==> src/rtl/mc_ctrl_fsm_if.sv <==
// mc_ctrl_fsm_if: control/status bundle between the multi-cycle control FSM and the MIPS datapath
interface mc_ctrl_fsm_if;
  logic        MIO_ready;
  logic [31:0] Inst;
  logic        zero;
  logic        MemRead;
  logic        MemWrite;
  logic        IorD;
  logic        IRWrite;
  logic [1:0]  RegDst;
  logic        RegWrite;
  logic [1:0]  MemtoReg;
  logic        ALUSrcA;
  logic [1:0]  ALUSrcB;
  logic [1:0]  PCSource;
  logic        PCWrite;
  logic        PCWriteCond;
  logic        Branch;
  logic [2:0]  ALU_operation;
  logic        err;
  logic [4:0]  state;
  modport master (
    input  MIO_ready, Inst, zero,
    output MemRead, MemWrite, IorD, IRWrite, RegDst, RegWrite, MemtoReg, ALUSrcA, ALUSrcB,
           PCSource, PCWrite, PCWriteCond, Branch, ALU_operation, err, state
  );
  modport slave (
    output MIO_ready, Inst, zero,
    input  MemRead, MemWrite, IorD, IRWrite, RegDst, RegWrite, MemtoReg, ALUSrcA, ALUSrcB,
           PCSource, PCWrite, PCWriteCond, Branch, ALU_operation, err, state
  );
endinterface

==> src/rtl/mc_ctrl_fsm.sv <==
// mc_ctrl_fsm: multi-cycle MIPS control unit with a memory-wait watchdog that parks the CPU in ERR
module mc_ctrl_fsm #(
  parameter int WAIT_W      = 8,
  parameter int MIO_TIMEOUT = 255
) (
  input logic            clk,
  input logic            reset,
  mc_ctrl_fsm_if.master  bus
);
  typedef enum logic [4:0] {
    S_IF, S_ID, S_EX_R, S_WB_R, S_EX_I, S_WB_I, S_MEM_ADDR, S_MEM_RD,
    S_MEM_WR, S_WB_LW, S_BR, S_J, S_JR, S_LUI, S_ERR
  } state_t;
  localparam logic [5:0] OP_R = 6'h00, OP_J = 6'h02, OP_JAL = 6'h03, OP_BEQ = 6'h04, OP_BNE = 6'h05;
  localparam logic [5:0] OP_ADDI = 6'h08, OP_SLTI = 6'h0a, OP_LUI = 6'h0f, OP_LW = 6'h23, OP_SW = 6'h2b;
  localparam logic [5:0] FN_JR = 6'h08;
  localparam logic [WAIT_W-1:0] TMO_M1 = WAIT_W'(MIO_TIMEOUT - 1);
  state_t            state_q, state_d;
  logic [WAIT_W-1:0] cnt_q, cnt_d;
  logic [5:0]        op, fn;
  logic [2:0]        fn_alu;
  logic              fn_ok, waiting, timeout, unused;
  assign op      = bus.Inst[31:26];
  assign fn      = bus.Inst[5:0];
  assign unused  = ^{bus.Inst[25:6], bus.zero};
  assign waiting = (state_q == S_IF || state_q == S_MEM_RD || state_q == S_MEM_WR) && !bus.MIO_ready;
  assign timeout = (MIO_TIMEOUT != 0) && waiting && (cnt_q == TMO_M1);
  assign cnt_d   = (waiting && state_d == state_q) ? cnt_q + WAIT_W'(1) : '0;
  assign bus.state = state_q;
  always_ff @(posedge clk or negedge reset)
    if (!reset) begin
      state_q <= S_IF;
      cnt_q   <= '0;
    end else begin
      state_q <= state_d;
      cnt_q   <= cnt_d;
    end
  always_comb begin
    fn_alu = 3'b010;
    fn_ok  = 1'b1;
    case (fn)
      6'h20, 6'h21: fn_alu = 3'b010;
      6'h22, 6'h23: fn_alu = 3'b110;
      6'h24:        fn_alu = 3'b000;
      6'h25:        fn_alu = 3'b001;
      6'h26:        fn_alu = 3'b011;
      6'h27:        fn_alu = 3'b100;
      6'h2a:        fn_alu = 3'b111;
      6'h02:        fn_alu = 3'b101;
      default:      fn_ok  = 1'b0;
    endcase
  end
  // Everything defaults to 0 and stays 0 while reset is held, so no strobe leaks during reset.
  always_comb begin
    state_d           = state_q;
    bus.MemRead       = 1'b0;
    bus.MemWrite      = 1'b0;
    bus.IorD          = 1'b0;
    bus.IRWrite       = 1'b0;
    bus.RegDst        = 2'b00;
    bus.RegWrite      = 1'b0;
    bus.MemtoReg      = 2'b00;
    bus.ALUSrcA       = 1'b0;
    bus.ALUSrcB       = 2'b00;
    bus.PCSource      = 2'b00;
    bus.PCWrite       = 1'b0;
    bus.PCWriteCond   = 1'b0;
    bus.Branch        = 1'b0;
    bus.ALU_operation = 3'b000;
    bus.err           = 1'b0;
    if (reset) begin
      case (state_q)
        S_IF: begin
          bus.MemRead       = 1'b1;
          bus.ALUSrcB       = 2'b01;
          bus.ALU_operation = 3'b010;
          bus.PCWrite       = 1'b1;
          bus.IRWrite       = bus.MIO_ready;
          state_d           = timeout ? S_ERR : bus.MIO_ready ? S_ID : S_IF;
        end
        S_ID: begin
          bus.ALUSrcB       = 2'b11;
          bus.ALU_operation = 3'b010;
          bus.RegWrite      = op == OP_JAL;
          bus.RegDst        = op == OP_JAL ? 2'b10 : 2'b00;
          case (op)
            OP_R:           state_d = fn == FN_JR ? S_JR : S_EX_R;
            OP_LW, OP_SW:   state_d = S_MEM_ADDR;
            OP_BEQ, OP_BNE: state_d = S_BR;
            OP_J, OP_JAL:   state_d = S_J;
            OP_ADDI, OP_SLTI: state_d = S_EX_I;
            OP_LUI:         state_d = S_LUI;
            default:        state_d = S_IF;
          endcase
        end
        S_EX_R, S_WB_R: begin
          bus.ALUSrcA       = 1'b1;
          bus.ALU_operation = fn_alu;
          bus.RegDst        = state_q == S_WB_R ? 2'b01 : 2'b00;
          bus.RegWrite      = state_q == S_WB_R;
          state_d           = (state_q == S_EX_R && fn_ok) ? S_WB_R : S_IF;
        end
        S_EX_I, S_WB_I: begin
          bus.ALUSrcA       = 1'b1;
          bus.ALUSrcB       = 2'b10;
          bus.ALU_operation = op == OP_SLTI ? 3'b111 : 3'b010;
          bus.RegWrite      = state_q == S_WB_I;
          state_d           = state_q == S_EX_I ? S_WB_I : S_IF;
        end
        S_MEM_ADDR, S_MEM_RD, S_MEM_WR, S_WB_LW: begin
          bus.ALUSrcA       = 1'b1;
          bus.ALUSrcB       = 2'b10;
          bus.ALU_operation = 3'b010;
          bus.IorD          = state_q == S_MEM_RD || state_q == S_MEM_WR;
          bus.MemRead       = state_q == S_MEM_RD;
          bus.MemWrite      = state_q == S_MEM_WR;
          bus.MemtoReg      = state_q == S_WB_LW ? 2'b01 : 2'b00;
          bus.RegWrite      = state_q == S_WB_LW;
          state_d = state_q == S_MEM_ADDR ? (op == OP_SW ? S_MEM_WR : S_MEM_RD)
                  : state_q == S_WB_LW    ? S_IF
                  : timeout               ? S_ERR
                  : !bus.MIO_ready        ? state_q
                  : state_q == S_MEM_RD   ? S_WB_LW : S_IF;
        end
        S_BR: begin
          bus.ALUSrcA       = 1'b1;
          bus.ALU_operation = 3'b110;
          bus.PCSource      = 2'b01;
          bus.PCWriteCond   = 1'b1;
          bus.Branch        = op == OP_BEQ;
          state_d           = S_IF;
        end
        S_J, S_JR: begin
          bus.PCSource = state_q == S_J ? 2'b10 : 2'b11;
          bus.PCWrite  = 1'b1;
          state_d      = S_IF;
        end
        S_LUI: begin
          bus.MemtoReg = 2'b10;
          bus.RegWrite = 1'b1;
          state_d      = S_IF;
        end
        S_ERR:   bus.err = 1'b1;
        default: state_d = S_IF;
      endcase
    end
  end
endmodule

==> src/flat_wrapper.sv <==
// flat-port wrapper written by rule: the top's interface ports become plain ports
module mc_ctrl_fsm_flat 
#(
  parameter int WAIT_W      = 8,
  parameter int MIO_TIMEOUT = 255
)
  (clk, reset, bus_MIO_ready, bus_Inst, bus_zero, bus_MemRead, bus_MemWrite, bus_IorD, bus_IRWrite, bus_RegDst, bus_RegWrite, bus_MemtoReg, bus_ALUSrcA, bus_ALUSrcB, bus_PCSource, bus_PCWrite, bus_PCWriteCond, bus_Branch, bus_ALU_operation, bus_err, bus_state);
  mc_ctrl_fsm_if bus_i ();
  input logic clk;
  input logic reset;
  input wire logic [$bits(bus_i.MIO_ready)-1:0] bus_MIO_ready;
  input wire logic [$bits(bus_i.Inst)-1:0] bus_Inst;
  input wire logic [$bits(bus_i.zero)-1:0] bus_zero;
  output wire logic [$bits(bus_i.MemRead)-1:0] bus_MemRead;
  output wire logic [$bits(bus_i.MemWrite)-1:0] bus_MemWrite;
  output wire logic [$bits(bus_i.IorD)-1:0] bus_IorD;
  output wire logic [$bits(bus_i.IRWrite)-1:0] bus_IRWrite;
  output wire logic [$bits(bus_i.RegDst)-1:0] bus_RegDst;
  output wire logic [$bits(bus_i.RegWrite)-1:0] bus_RegWrite;
  output wire logic [$bits(bus_i.MemtoReg)-1:0] bus_MemtoReg;
  output wire logic [$bits(bus_i.ALUSrcA)-1:0] bus_ALUSrcA;
  output wire logic [$bits(bus_i.ALUSrcB)-1:0] bus_ALUSrcB;
  output wire logic [$bits(bus_i.PCSource)-1:0] bus_PCSource;
  output wire logic [$bits(bus_i.PCWrite)-1:0] bus_PCWrite;
  output wire logic [$bits(bus_i.PCWriteCond)-1:0] bus_PCWriteCond;
  output wire logic [$bits(bus_i.Branch)-1:0] bus_Branch;
  output wire logic [$bits(bus_i.ALU_operation)-1:0] bus_ALU_operation;
  output wire logic [$bits(bus_i.err)-1:0] bus_err;
  output wire logic [$bits(bus_i.state)-1:0] bus_state;
  assign bus_i.MIO_ready = bus_MIO_ready;
  assign bus_i.Inst = bus_Inst;
  assign bus_i.zero = bus_zero;
  assign bus_MemRead = bus_i.MemRead;
  assign bus_MemWrite = bus_i.MemWrite;
  assign bus_IorD = bus_i.IorD;
  assign bus_IRWrite = bus_i.IRWrite;
  assign bus_RegDst = bus_i.RegDst;
  assign bus_RegWrite = bus_i.RegWrite;
  assign bus_MemtoReg = bus_i.MemtoReg;
  assign bus_ALUSrcA = bus_i.ALUSrcA;
  assign bus_ALUSrcB = bus_i.ALUSrcB;
  assign bus_PCSource = bus_i.PCSource;
  assign bus_PCWrite = bus_i.PCWrite;
  assign bus_PCWriteCond = bus_i.PCWriteCond;
  assign bus_Branch = bus_i.Branch;
  assign bus_ALU_operation = bus_i.ALU_operation;
  assign bus_err = bus_i.err;
  assign bus_state = bus_i.state;
  mc_ctrl_fsm #(.WAIT_W(WAIT_W), .MIO_TIMEOUT(MIO_TIMEOUT)) u_core (.clk(clk), .reset(reset), .bus(bus_i));
endmodule
==> config.mk <==
export PLATFORM = sky130hd
export DESIGN_NAME = mc_ctrl_fsm_flat
export DESIGN_NICKNAME = d
export VERILOG_FILES = /design/src/rtl/mc_ctrl_fsm_if.sv /design/src/rtl/mc_ctrl_fsm.sv /design/src/flat_wrapper.sv
export SDC_FILE = /design/constraint.sdc
export NUM_CORES = 1
export LEC_CHECK = 0
export ABC_AREA = 1
export CORE_AREA = 5 5 68 70
export CTS_CLUSTER_SIZE = 24
export DETAILED_ROUTE_END_ITERATION = 10
export DIE_AREA = 0 0 73 75
export PLACE_DENSITY_LB_ADDON = 0.08
export SLEW_MARGIN = 20
export SYNTH_ARGS = -nofsm -noshare
export SYNTH_HDL_FRONTEND = slang
export SYNTH_SLANG_ARGS = --single-unit
==> constraint.sdc <==
create_clock -name clk -period 1.8 [get_ports clk]
set_input_delay 0.36 -clock clk [delete_from_list [all_inputs] [get_ports clk]]
set_output_delay 0.36 -clock clk [all_outputs]
set_load 0.02 [all_outputs]
==> run_results.csv <==
group,metric,value,unit
yosys,synth_edf_count,0,
setup_path,rr_worst_depth,15,
clocking,root_buffer,"clkbuf_8",
timing,layout_min_cycle_time,2.39,ns
power,ir_worst_vdd,300,µV
grt,grt-ovfl-total,0,
drt,drtPass1Iterations,7,
status,status,"finished with violations",
floorplanning,die_area,0.00548,mm²
timing,setup_slack,-0.588,ns
floorplanning,ioPinCount,62,
clocking,postCtsHoldBufs,0,
grt,grt_max_degree,19,
placement,gp_congestion,0.889,
setup_path,path_max_fanout,5,
power,power_per_cell_area,597,mW/mm²
setup_path,crit_top_cell,"nor2_4",
timing,fin_tns_setup,-11.38,ns
clocking,cts_buffer_depth,2,
timing,tightest_slew,0.468,ns
finish,fin_cells,442,
drt,ant_nets,0,
yosys,synth_ff_type,"dfrtp_1",
yosys,yosysWarnings,0,
clocking,cts_buffers,3,
finish,diodes,0,
setup_path,worstSetupPathType,"reg -> out",
drt,wl,8.59,mm
status,violations,"setup timing",
drt,drc_errors,0,
power,p_leak,1.61,nW
floorplanning,die_y,75,µm
timing,finalSetupViolCount,33,
clocking,cts.sinks,13,
timing,min_period_over_period,133,%
finish,drive_above_1_share,63.3,%
placement,dpl.cell_count,398,
timing,hold_viol_final,0,
timing,fin_skew,0.0125,ns
yosys,syn_area,0.00150,mm²
yosys,synth_nets,276,
flow_run,maxCapViolCount,0,
setup_path,cp_slowest_cell,"dfrtp_2",
drt,drt_iter0_markers,261,
timing,rsz0062_at_grt,"true",
floorplanning,start_util,38.2,%
grt,grt_pass1_vias,2305,
finish,syn_to_final_growth,129,%
floorplanning,die_w,73,µm
drt,routedWlPerCell,19.4,µm
yosys,synthDistinctLibCells,30,
clocking,tritoncts,"built",
timing,final_max_slew_viol_count,0,
power,p_total,0.00205,W
hold_path,hp-class,"reg -> reg",
placement,port_buffers,40,
clocking,clkLatencyLatePin,0.26,ns
yosys,synthCells,238,
setup_path,end_kind,"output pin",
placement,dpl.hpwl,4.14,mm
setup_path,crit_chain,"nor2_4 > inv_2 > nor2_4 > nand2_1 > nand4_1 > o21ai_2 > buf_4 > nor2_2 > buf_6",
yosys,synth-async-reset-ratio,100,%
clocking,clk_pin_slew_worst_paths,0.07,ns
setup_path,required,1.44,ns
timing,clock.fmax,419,MHz
setup_path,critical-path-max-stage-delay,0.47,ns
timing,slew_headroom,68.6,%
hold_path,whs_path_depth,2,
yosys,synth_seq_area_share,21.8,%
setup_path,startpoint_type,"flip-flop",
grt,track_usage,24.8,%
grt,grt_pass1_wl,10.6,mm
finish,fin_util,87.7,%
yosys,synth_area_per_cell,6.28,µm²
drt,vias_per_cell,5.78,
yosys,synth.ff_latch_count,13,
drt,vias,2556,
floorplanning,row_count,23,
grt,antenna_found_initial,0,
floorplanning,coreArea,0.00391,mm²
clocking,h-tree-depth,1,
setup_path,arrival,2.03,ns
finish,layout.nets,431,
-- state kept, by name, summed over array words and instances, names as in the netlist --
name,count
u_core.bus.state,5
u_core.cnt_q,8
-- worst paths after layout --
path | from | end | slack, ns
min | u_core.cnt_q[0]$_DFF_PN0_ | u_core.cnt_q[0]$_DFF_PN0_ | 0.58
max | u_core.bus.state[3]$_DFF_PN0_ | bus_ALU_operation[1] | -0.59
max in group asynchronous | reset | u_core.bus.state[4]$_DFF_PN0_ | 1.00
min in group asynchronous | reset | u_core.cnt_q[5]$_DFF_PN0_ | 0.63
max reg2reg | u_core.bus.state[1]$_DFF_PN0_ | u_core.cnt_q[6]$_DFF_PN0_ | -0.49
min reg2reg | u_core.cnt_q[0]$_DFF_PN0_ | u_core.cnt_q[0]$_DFF_PN0_ | 0.58
-- layout by cell type, fill, tap and decap left out, types with 6 or more instances in the layout --
cell type	n
buf_4	89
buf_6	44
clkdlybuf4s50_1	10
dfrtp_1	8
dlygate4sd2_1	6
inv_1	20
inv_2	10
nand2_1	28
nand2_2	8
nand2_4	8
nand3_1	13
nand3_2	10
nand4_1	9
nor2_1	23
nor2_2	10
nor2_4	20
nor3_2	10
-- per-layer routing --
metal / part of all wire, % / vias up / GRT usage [%]
li1: - / 1107 / -
met1: 36 / 1210 / 29.4
met2: 49 / 181 / 44.8
met3: 8.3 / 58 / 4.27
met4: 6.1 / 0 / 8.61
met5: 0 / - / 0
-- cell families after synthesis --
| logic type | Yosys count | share of synthesized area [%] |
|---|---|---|
| simple gates | 150 | 51.9 |
| compound gates | 30 | 11.7 |
| fa+ha+maj | 2 | 1.67 |
| xor+xnor | 5 | 2.93 |
| buf+inv | 38 | 10.0 |
| flops | 13 | 21.8 |
-- synth_stat cells, types with 2 or more instances --
library cell | n | area, µm²
nor2_2 | 5 | 31.3
inv_2 | 4 | 15.0
inv_1 | 30 | 113
buf_4 | 2 | 15.0
nor3_1 | 6 | 30.0
nand3_2 | 6 | 60.1
a31oi_1 | 5 | 31.3
a21oi_1 | 9 | 45.0
nand3_1 | 21 | 105
xnor2_1 | 2 | 17.5
nor2_4 | 3 | 33.8
ha_1 | 2 | 25.0
o21ai_0 | 10 | 50.1
nand2_1 | 41 | 154
xor2_1 | 3 | 26.3
dfrtp_1 | 13 | 325
nand2_2 | 3 | 18.8
nor3_2 | 9 | 90.1
nand4_1 | 9 | 56.3
nor2_1 | 45 | 169
-- critical path: cells and delay by family (launching register included) --
family	cells	cell delay, ns
compound gates	1	0.09
buf+inv	3	0.35
flops	1	0.47
simple gates	5	0.84
-- what timing repair did --
action / CTS / global route
endpoints found under the setup margin: 33 / 33
buffers inserted: 32 / 21
pin swaps: 44 / 39
gates resized for setup: 227 / 53
-- where the power goes --
part           switching (W)  total [W]  internal (W)
sequential         0.0000317   0.000346      0.000314
combinational       0.000736    0.00142      0.000686
clock               0.000125   0.000282      0.000157
-- stage by stage --
stage,hold slack [ns],setup slack (ns),area (µm²)
finish,0.575,-0.588,3430
floorplan,0.0644,-0.0490,1560
detailed placement,0.540,-0.967,2580
CTS,0.548,-0.460,3160
global route,0.571,-0.690,3430
global placement,0.534,-0.894,2580
-- final cells by class --
class                           count  area [µm²]
Inverter                           35         148
Multi-Input combinational cell    187        1470
Fill cell                         184         483
Tap cell                           50        62.6
Clock buffer                        4        45.0
Sequential cell                    13         332
Timing Repair Buffer              153        1370
Power figures use the tool's default switching activity.
